===== src/rtl/nav_pkg.sv =====
// Shared navigation definitions: command-processor states, opcodes and
// response bytes, reused by the maze solver and verification.
package nav_pkg;

  typedef enum logic [2:0] {
    IDLE = 3'd0,
    CAL  = 3'd1,
    HDNG = 3'd2,
    MV   = 3'd3,
    SOLV = 3'd4
  } cmd_state_t;

  // Opcode lives in cmd[15:13]; values 3'b100..3'b111 are illegal.
  localparam logic [2:0] OP_CAL   = 3'b000;
  localparam logic [2:0] OP_HDNG  = 3'b001;
  localparam logic [2:0] OP_MV    = 3'b010;
  localparam logic [2:0] OP_SOLVE = 3'b011;

  localparam logic [7:0] RESP_ACK = 8'hA5;
  localparam logic [7:0] RESP_ERR = 8'hEE;

  function automatic logic op_is_legal(input logic [2:0] op);
    return (op[2] == 1'b0);
  endfunction

endpackage


===== src/rtl/cmd_proc.sv =====
// UART command processor: decodes 16-bit commands, launches calibration,
// heading changes, moves or the maze solver, and reports completion.
module cmd_proc
  import nav_pkg::*;
(
  input  logic        clk,
  input  logic        rst,
  input  logic [15:0] cmd,
  input  logic        cmd_rdy,
  output logic        clr_cmd_rdy,
  output logic        strt_cal,
  input  logic        cal_done,
  output logic        strt_hdng,
  output logic        strt_mv,
  output logic        stp_lft,
  output logic        stp_rght,
  output logic [11:0] dsrd_hdng,
  input  logic        mv_cmplt,
  output logic        strt_solve,
  output logic        cmd_md,
  input  logic        sol_cmplt,
  output logic        send_resp,
  output logic [7:0]  resp,
  output logic        busy
);

  cmd_state_t state, nxt_state;
  logic [2:0] opc;
  logic       ld_hdng;
  logic       ld_mv;
  logic [7:0] resp_val;
  logic [7:0] resp_q;
  logic       unused_cmd_bit;

  assign opc            = cmd[15:13];
  assign unused_cmd_bit = cmd[12];

  always_ff @(posedge clk or posedge rst) begin
    if (rst) begin
      state     <= IDLE;
      dsrd_hdng <= 12'h000;
      stp_lft   <= 1'b0;
      stp_rght  <= 1'b0;
      resp_q    <= 8'h00;
    end else begin
      state <= nxt_state;
      if (ld_hdng) dsrd_hdng <= cmd[11:0];
      if (ld_mv) begin
        stp_lft  <= cmd[1];
        stp_rght <= cmd[0];
      end
      if (send_resp) resp_q <= resp_val;
    end
  end

  // Pulses are gated by rst so nothing escapes while reset is held.
  always_comb begin
    nxt_state   = state;
    clr_cmd_rdy = 1'b0;
    strt_cal    = 1'b0;
    strt_hdng   = 1'b0;
    strt_mv     = 1'b0;
    strt_solve  = 1'b0;
    send_resp   = 1'b0;
    resp_val    = RESP_ACK;
    ld_hdng     = 1'b0;
    ld_mv       = 1'b0;
    if (!rst) begin
      unique case (state)
        IDLE: begin
          if (cmd_rdy) begin
            clr_cmd_rdy = 1'b1;
            if (op_is_legal(opc)) begin
              case (opc)
                OP_CAL: begin
                  strt_cal  = 1'b1;
                  nxt_state = CAL;
                end
                OP_HDNG: begin
                  strt_hdng = 1'b1;
                  ld_hdng   = 1'b1;
                  nxt_state = HDNG;
                end
                OP_MV: begin
                  strt_mv   = 1'b1;
                  ld_mv     = 1'b1;
                  nxt_state = MV;
                end
                default: begin
                  strt_solve = 1'b1;
                  nxt_state  = SOLV;
                end
              endcase
            end else begin
              send_resp = 1'b1;
              resp_val  = RESP_ERR;
            end
          end
        end
        CAL: begin
          if (cal_done) begin
            send_resp = 1'b1;
            nxt_state = IDLE;
          end
        end
        HDNG, MV: begin
          if (mv_cmplt) begin
            send_resp = 1'b1;
            nxt_state = IDLE;
          end
        end
        SOLV: begin
          if (sol_cmplt) begin
            send_resp = 1'b1;
            nxt_state = IDLE;
          end
        end
        default: nxt_state = IDLE;
      endcase
    end
  end

  assign resp   = send_resp ? resp_val : resp_q;
  assign busy   = (state != IDLE);
  assign cmd_md = (state != SOLV);

endmodule


===== config.mk =====
export PLATFORM = sky130hd
export DESIGN_NAME = cmd_proc
export DESIGN_NICKNAME = d
export VERILOG_FILES = /design/src/rtl/nav_pkg.sv /design/src/rtl/cmd_proc.sv
export SDC_FILE = /design/constraint.sdc
export NUM_CORES = 1
export LEC_CHECK = 0
export BUFFER_PORTS_ARGS = -buffer_cell sky130_fd_sc_hd__buf_2
export CAP_MARGIN = 20
export CORE_MARGIN = 2
export CORE_UTILIZATION = 41
export DETAILED_ROUTE_END_ITERATION = 8
export PLACE_DENSITY = 0.74
export SLEW_MARGIN = 40
export SYNTH_ARGS = -nofsm -noshare
export SYNTH_HDL_FRONTEND = slang
export SYNTH_SLANG_ARGS = --single-unit
export TNS_END_PERCENT = 50

===== constraint.sdc =====
create_clock -name clk -period 2 [get_ports clk]
set_input_delay 0.2 -clock clk [delete_from_list [all_inputs] [get_ports clk]]
set_output_delay 0.2 -clock clk [all_outputs]
set_load 0.01 [all_outputs]

==> results.toml <==
[power]
seq_power_share_pct = 47.8
net-switching-power_uw = 469
ir_drop_mv = 0.631
power_mw = 1.45
pwr-share-comb_pct = 36.6
power_density_nw_per_um2 = 902
clkPwrFrac_pct = 15.6
switching_share_pct = 32.3
p_int_uw = 980
p_leak_nw = 0.794

[critical_path]
crit_path_max_fanout = 7
cp_slowest_stage_delay_ns = 0.53
end_kind = "output port"
path_class = "register to output port"
cp.required_ns = 1.80
start_kind = "register"
crit_slowest_cell = "or4bb_4"
crit_chain = "buf_6 > or4bb_4 > o211ai_1 > buf_4 > a22o_1 > buf_2"
critPathArrivalTime_ns = 1.93

[clocking]
root_buffer = "clkbuf_4"
htree_levels = 1
cts.sinks = 25
cts_tree = "built"
numCtsBuffers = 3
clkTransAtPathRegs_ns = 0.14
ctsLongestPathBuffers = 2
clk_latency_ns = 0.31
holdBufCountCts = 0

[timing]
fmaxAchievable_mhz = 469
setup_slack_ns = -0.132
fin_setup_tns_ns = -0.884
worstMarginPinSlew_ns = 0.451
slew_headroom_pct = 69.9
rsz0062_at_grt = "true"
fin_crit_sh_pct = 107
hold_slack_ns = 0.0538
period_minus_slack_ns = 2.13
hold_violations = 0
fin_skew_ns = 0.0101
drv_slew = 0
setup_violations = 10

[layout]
stdcell_count = 187
layout_common_cells = "buf_2, dfrtp_1, mux2_2, buf_4, a21oi_1"
multi_input_area_um2 = 543
final_common_cell = "buf_2"
fill_cells = 249
drive_gt1_share_pct = 62.2
area.growth.synth_to_final_pct = 38.1
final_util_pct = 58.8
diodes = 0
post-route-cell-area_um2 = 1610
seqCellArea_um2 = 627
nets = 179

[grt]
grt_pass1_vias = 967
antenna_found_initial = 0
grt_max_degree = 26
grt_use_total_pct = 16.8
overflow = 0
grt_pass1_wl_mm = 4.38

[route]
routed_wl_mm = 2.64
dr.pass1.iters = 4
antenna_left = 0
wire_per_inst_um = 14.1
via_count = 987
via_per_inst = 5.28
drt_iter0_drc = 39
drc_errors = 0

[synthesis]
synth_mux_area_share_pct = 15.5
syn-instance-count = 94
synth_xor_area_share_pct = 0.753
ys_ff_latch = 25
syn-num-nets = 116
syn_area_um2 = 1160
ys_top_cells_by_area = "dfrtp_1, mux2_2, a21oi_1, nor4b_1, nor4b_4"
synth_top_family_by_area = "simple AND/OR/NAND/NOR gates"
synth_top_area_share_pct = 53.8
yosysWarnings = 0
yosysTopAreaCell = "dfrtp_1"
synth_simple_gate_area_share_pct = 15.5
yosys.area_share.adder_pct = 0
synthArstFlopShare_pct = 100
synth_flop_cell = "dfrtp_1"
synth_edf_count = 0
synth-compound-area-share_pct = 11.3
ys_types = 27
avgSynthCellArea_um2 = 12.4
yosysSeqAreaShare_pct = 53.8

[placement]
io_buffers = 50
dp.cells = 176
post_dp_cell_area_um2 = 1480
hpwl_mm = 1.91
gp_congestion = 0.853
place_ws_ns = 0.102

[die]
start_util_pct = 42.6
dieArea_um2 = 3280
ios = 52
die_h_um = 57.3
design.core.area_um2 = 2730
row_count = 19
fp.dieW_um = 57.3

[flow_run]
maxCapViolCount = 0

[outcome]
outcome = "finished with violations"
failed_checks = "negative setup slack"

[hold_path]
hp-class = "input port to asynchronous set/reset pin"
## flip-flops by register name, summed over array words and instances (netlist names)
register	count
resp_q	8
stp_rght	1
state	3
stp_lft	1
dsrd_hdng	12
## path summary, 6_finish.rpt
path                       cells past startpoint  slack [ns]                 start                        to
max                                            6       -0.13  state[1]$_DFFE_PP0P_                   resp[0]
min                                            3        0.05                   rst       resp_q[7]$_DFF_PP0_
max reg2reg                                    4        0.08  state[2]$_DFFE_PP0P_  dsrd_hdng[8]$_DFFE_PP0P_
min reg2reg                                    2        0.47   resp_q[7]$_DFF_PP0_       resp_q[7]$_DFF_PP0_
max in group asynchronous                      3        1.69                   rst      state[2]$_DFFE_PP0P_
min in group clk                               2        0.11                cmd[3]  dsrd_hdng[3]$_DFFE_PP0P_
## repair_timing
| action | 4_1_cts | 5_1_grt |
|---|---|---|
| pin swaps | 3 | 4 |
| endpoints found under the setup margin | 12 | 13 |
| gates resized for setup | 6 | 8 |
| setup buffers | 3 | 4 |
## worst max-delay path, delay by kind of cell, from the launching register on
kind,cells,cell delay [ns]
buffers and inverters,3,0.43
AND/OR/NAND/NOR,1,0.53
AO/OA/AOI/OAI,2,0.25
flip-flops,1,0.42
## cell usage after synthesis (all sizes together) (2+ instances only)
cell    count
buf         2
nor3        4
clkbuf      3
a21oi      11
dfrtp      25
mux2       16
nand2       4
nor2b       2
o21ai       3
o211a       2
and4        2
nor4b       4
nor2        3
## cells by family after synthesis
family	count (synthesis)
AO/OA/AOI/OAI	21
XOR/XNOR	1
buffers and inverters	6
flip-flops	25
multiplexers	16
AND/OR/NAND/NOR	25
## final cells by class
cell class | instances | area share, %
Sequential cell | 25 | 39.0
Multi-Input combinational cell | 63 | 33.8
Timing Repair Buffer | 63 | 22.7
Tap cell | 31 | 2.41
Clock buffer | 3 | 1.40
Clock inverter | 1 | 0.467
Inverter | 1 | 0.234
## power groups by stage
stage               registers [mW]  clock network (mW)  logic [mW]
floorplan                    0.740                   0       0.234
detailed placement           0.699                   0       0.487
finish                       0.692               0.226       0.531
global placement             0.692                   0       0.473
global route                 0.710               0.258       0.579
CTS                          0.692               0.238       0.499
## metal layers
metal	GRT usage (%)	vias up	wire length [µm]
met1	22.4	479	1090
li1	-	471	-
met5	0	-	0
met2	28.2	35	1350
met4	4.98	0	12
met3	2.95	2	180
No activity file was read; power rests on OpenSTA's default activity.
